`config.mk`:
```
export PLATFORM = sky130hd
export DESIGN_NAME = key_schedule
export DESIGN_NICKNAME = d
export VERILOG_FILES = /design/src/rtl/key_schedule.sv
export SDC_FILE = /design/constraint.sdc
export NUM_CORES = 1
export LEC_CHECK = 0
export BUFFER_PORTS_ARGS = -buffer_cell sky130_fd_sc_hd__buf_2
export CORE_MARGIN = 2
export CORE_UTILIZATION = 60
export CTS_CLUSTER_DIAMETER = 120
export DETAILED_ROUTE_END_ITERATION = 8
export PLACE_DENSITY = 0.82
export SLEW_MARGIN = 20
export SYNTH_ARGS = -nofsm -noshare
export SYNTH_HDL_FRONTEND = slang
export SYNTH_SLANG_ARGS = --single-unit
```
`constraint.sdc`:
```
create_clock -name clk -period 7.2 [get_ports clk]
set_clock_uncertainty 0.05 [all_clocks]
set_input_delay 1.08 -clock clk [delete_from_list [all_inputs] [get_ports clk]]
set_output_delay 1.08 -clock clk [all_outputs]
set_load 0.02 [all_outputs]
```
`src/rtl/key_schedule.sv`:
```
// SPECK-style round-key expansion with registered round-key read port.
// Optional macro KEY_SCHEDULE_REVERSE_READ_EN reverses the read address (decryption order).
`ifndef BLOCK_SIZE
`define BLOCK_SIZE 16
`endif
`ifndef KEY_SIZE
`define KEY_SIZE 32
`endif
`ifndef ROUND_COUNT
`define ROUND_COUNT 22
`endif
`ifndef SHIFT_WIDTH_P0
`define SHIFT_WIDTH_P0 7
`endif
`ifndef SHIFT_WIDTH_P1
`define SHIFT_WIDTH_P1 2
`endif

module key_schedule (
   input  logic                      clk,
   input  logic                      reset_n,
   input  logic [2*`KEY_SIZE-1:0]    key,
   input  logic                      signal_start,
   output logic                      finished,
   output logic                      busy,
   input  logic [4:0]                round_index,
   output logic [`BLOCK_SIZE-1:0]    subkey,
   output logic [1:0]                state_response
);
   localparam int N     = `BLOCK_SIZE;
   localparam int RC    = `ROUND_COUNT;
   localparam int ALPHA = `SHIFT_WIDTH_P0;
   localparam int BETA  = `SHIFT_WIDTH_P1;

   typedef enum logic [1:0] {IDLE = 2'd0, LOAD = 2'd1, EXPAND = 2'd2, DONE = 2'd3} state_t;

   state_t                  state_reg, state_next;
   logic [2*`KEY_SIZE-1:0]  key_reg;
   logic [N-1:0]            k_reg;
   logic [N-1:0]            l_reg [3];
   logic [4:0]              i_reg;
   logic [N-1:0]            storage [RC];

   logic [N-1:0]            l_rot, k_rot, l_new, k_next;
   logic                    wr_en;
   logic [4:0]              wr_addr;
   logic [N-1:0]            wr_data;
   logic [4:0]              rd_addr;

   assign l_rot  = (l_reg[0] >> ALPHA) | (l_reg[0] << (N - ALPHA));
   assign k_rot  = (k_reg << BETA) | (k_reg >> (N - BETA));
   assign l_new  = (k_reg + l_rot) ^ N'(i_reg);
   assign k_next = k_rot ^ l_new;

   always_comb begin
      state_next = state_reg;
      wr_en      = 1'b0;
      wr_addr    = i_reg + 5'd1;
      wr_data    = k_next;
      case (state_reg)
         IDLE, DONE: if (signal_start) state_next = LOAD;
         LOAD: begin
            state_next = EXPAND;
            wr_en      = 1'b1;
            wr_addr    = '0;
            wr_data    = key_reg[N-1:0];
         end
         EXPAND: begin
            // The final iteration only retires the pipeline; its k_{i+1} has no slot.
            wr_en = (int'(i_reg) + 1 < RC);
            if (int'(i_reg) == RC - 1) state_next = DONE;
         end
         default: state_next = IDLE;
      endcase
   end

   always_ff @(posedge clk or negedge reset_n) begin
      if (!reset_n) begin
         state_reg <= IDLE;
         finished  <= 1'b0;
         busy      <= 1'b0;
         key_reg   <= '0;
         k_reg     <= '0;
         l_reg[0]  <= '0;
         l_reg[1]  <= '0;
         l_reg[2]  <= '0;
         i_reg     <= '0;
      end else begin
         state_reg <= state_next;
         case (state_reg)
            IDLE, DONE: begin
               if (signal_start) begin
                  key_reg  <= key;
                  finished <= 1'b0;
                  busy     <= 1'b1;
               end
            end
            LOAD: begin
               k_reg    <= key_reg[N-1:0];
               l_reg[0] <= key_reg[2*N-1:N];
               l_reg[1] <= key_reg[3*N-1:2*N];
               l_reg[2] <= key_reg[4*N-1:3*N];
               i_reg    <= '0;
            end
            EXPAND: begin
               k_reg    <= k_next;
               l_reg[0] <= l_reg[1];
               l_reg[1] <= l_reg[2];
               l_reg[2] <= l_new;
               i_reg    <= i_reg + 5'd1;
               if (state_next == DONE) begin
                  finished <= 1'b1;
                  busy     <= 1'b0;
               end
            end
            default: ;
         endcase
      end
   end

   // Register file is cleared by reset, so each entry is its own flop bank.
   genvar gi;
   generate
      for (gi = 0; gi < RC; gi++) begin : g_store
         logic [N-1:0] entry_reg;
         always_ff @(posedge clk or negedge reset_n) begin
            if (!reset_n)
               entry_reg <= '0;
            else if (wr_en && wr_addr == 5'(gi))
               entry_reg <= wr_data;
         end
         assign storage[gi] = entry_reg;
      end
   endgenerate

`ifdef KEY_SCHEDULE_REVERSE_READ_EN
   assign rd_addr = 5'(RC - 1) - round_index;
`else
   assign rd_addr = round_index;
`endif

   always_ff @(posedge clk or negedge reset_n) begin
      if (!reset_n)
         subkey <= '0;
      else if (int'(round_index) >= RC)
         subkey <= '0;
      else
         subkey <= storage[rd_addr];
   end

   assign state_response = state_reg;
endmodule

```
==> results.json <==
{
  "port-buffer-count": 91,
  "cts_tree": "built",
  "async_flop_share": 1.00,
  "wl_met3_mm": 5.56,
  "powerDensity_mw_per_mm2": 496,
  "cp_max_fo": 30,
  "clk_pin_slew_worst_paths_ns": 0.06,
  "hold_slack_ns": 0.368,
  "synth_edf_count": 0,
  "gp_congestion": 0.913,
  "ant_nets": 0,
  "ys.flop_type": "dfrtp_1",
  "die-area_mm2": 0.0402,
  "clkSinkCount": 505,
  "final.min_clock_period_ns": 3.88,
  "nets": 2176,
  "rows": 71,
  "fin_ws_ns": 3.32,
  "drv_cap": 0,
  "core-area_mm2": 0.0378,
  "endpoint_kind": "flip-flop",
  "pre_cts_slack_ns": 3.29,
  "mostFrequentLayoutCells": "505 x dfrtp_1, 389 x nand2_1, 285 x o21ai_0, 96 x mux4_2",
  "post_cts_buffers": 0,
  "synth_fp_nets": 2178,
  "fin_tns_setup_ns": 0,
  "critical_path_class": "reg2reg",
  "grt-ovfl-total": 0,
  "r2r_start": "state_response[0]",
  "power.leakage_nw": 11.5,
  "ys_seq_elements": 505,
  "grt_pass1_wl_mm": 96.3,
  "syn_to_final_growth_pct": 10.7,
  "antenna_cells": 0,
  "drt_iter0_drc": 1599,
  "layout_commonest_cell": "dfrtp_1",
  "worstSkewPairLatency_ns": 0.60,
  "place_hpwl_mm": 38.4,
  "period_share": 0.539,
  "ys.warnings.count": 0,
  "drt_wl_total_mm": 59.9,
  "finalHoldViolCount": 0,
  "drcViolationCount": 0,
  "seq_area_frac_synth": 0.546,
  "crit_start": "state_response[0]",
  "antenna_found_initial": 1,
  "die_width_um": 200,
  "synth.distinct_cells": 74,
  "largest_reg_flops": 352,
  "grt_start_max_net_pins": 162,
  "highest_layer": "met5",
  "drtPass1Iterations": 5,
  "wl_met2_mm": 28.4,
  "required_ns": 7.62,
  "holdBufCountCts": 0,
  "maxSlewViolCount": 0,
  "cp.arrival_ns": 4.31,
  "htreeDepth": 2,
  "m1WireLength_mm": 23.2,
  "cts-root-buf": "clkbuf_16",
  "rsz0062_at_grt": "false",
  "worst_slew_pin_slew_ns": 1.14,
  "nFillCells": 2607,
  "track_usage": 0.305,
  "setup-violations-final": 0,
  "min_path_type": "in2async",
  "clock.fmax_mhz": 257,
  "numCtsBuffers": 51,
  "io_pins": 92,
  "postSynthCellCount": 2086,
  "die_h_um": 200,
  "routed-via-count": 16900,
  "syn_area_per_cell_um2": 11.1,
  "cts_buffer_depth": 3,
  "viasPerCell": 6.42,
  "drive_gt1_frac": 0.199,
  "utilization": 0.677,
  "ir_drop_mv": 0.428,
  "start_util": 0.611,
  "cp-start-kind": "flip-flop",
  "syn_area_mm2": 0.0231,
  "grt_pass1_vias": 17200,
  "cts_resized": 0,
  "max-slew-margin-rel": 0.242,
  "status": "finished, final reports clean",
  "drt-wirelength-per-cell_um": 22.7
}
-- cell usage after synthesis, types with 3 or more instances --
master,count,area (um2)
or3_1,7,43.8
inv_1,24,90.1
mux2i_1,54,541
mux2_2,84,946
buf_1,13,48.8
nor2_1,86,323
nand2_1,393,1480
nor2b_1,12,75.1
a31oi_1,16,100
mux4_2,96,2160
buf_4,8,60.1
o22ai_1,17,106
nor2_4,3,33.8
and3_1,5,31.3
xor3_1,3,71.3
o21a_1,3,22.5
ha_1,19,238
dfrtp_1,505,12600
o21ai_1,45,225
xnor2_1,16,140
nand2b_1,4,25.0
a21o_1,8,60.1
nor3_1,10,50.1
o31ai_1,28,210
nand3_1,6,30.0
nand4_1,4,25.0
xor2_1,12,105
and2_1,4,25.0
a21oi_1,88,440
o21ai_0,285,1430
a22oi_1,22,165
clkbuf_1,100,375
nand3b_1,3,22.5
buf_2,47,235
buf_6,4,45.0
-- kinds of logic (layout without fill, tap and decap cells) --
| group | count (synthesis) | after routing | share of synthesized area |
|---|---|---|---|
| simple gates | 557 | 557 | 0.101 |
| compound gates | 538 | 538 | 0.131 |
| flops | 505 | 505 | 0.546 |
| mux | 234 | 234 | 0.158 |
| buf+inv | 199 | 237 | 0.0375 |
| xor+xnor | 33 | 33 | 0.0156 |
| fa+ha+maj | 20 | 20 | 0.0111 |
-- report_power, final --
part	switching, mW	internal, mW	total, mW
clock network	1.13	1.71	2.84
registers	0.594	3.66	4.26
logic	3.73	1.88	5.61
-- final cells by class --
| cell class | instances | area, um2 | area share |
|---|---|---|---|
| multi-input cells | 1382 | 9730 | 0.380 |
| well taps | 511 | 639 | 0.0250 |
| inverters | 26 | 97.6 | 0.00381 |
| clock buffers | 75 | 1550 | 0.0604 |
| flip-flops and latches | 505 | 12600 | 0.493 |
| repair buffers | 118 | 706 | 0.0275 |
| clock inverters | 18 | 272 | 0.0106 |
-- layer usage --
metal	vias up	track usage
met5	-	0
met4	2	0.133
met3	195	0.0737
met2	951	0.476
met1	8430	0.413
li1	7334	-
-- worst paths after layout --
| check | to | slack, ns | cells past startpoint |
|---|---|---|---|
| max | g_store[10].entry_reg[8] | 3.32 | 8 |
| min | g_store[19].entry_reg[13] | 0.37 | 1 |
| max reg2reg | g_store[10].entry_reg[8] | 3.32 | 8 |
| min reg2reg | g_store[6].entry_reg[13] | 0.43 | 2 |
| max in group asynchronous | g_store[14].entry_reg[8] | 5.29 | 2 |
| min in group clk | g_store[6].entry_reg[13] | 0.43 | 2 |
-- metrics by stage --
stage	cell area (um2)	cells	power (mW)
global route	25600	2635	13.3
finish	25600	2635	12.7
detailed placement	23800	2541	9.61
floorplan	23100	2086	7.82
global placement	23800	2541	9.37
CTS	25600	2634	12.5
-- critical path: stages, from the launching register on --
cell      delay, ns
dfrtp_1        0.42
inv_1          0.14
ha_4           0.15
clkinv_1       0.46
nor2_1         0.59
nand2_1        0.35
nor2_1         0.46
nand2_1        0.67
o21ai_0        0.44
Note: power is estimated with default switching activity, not from simulation.
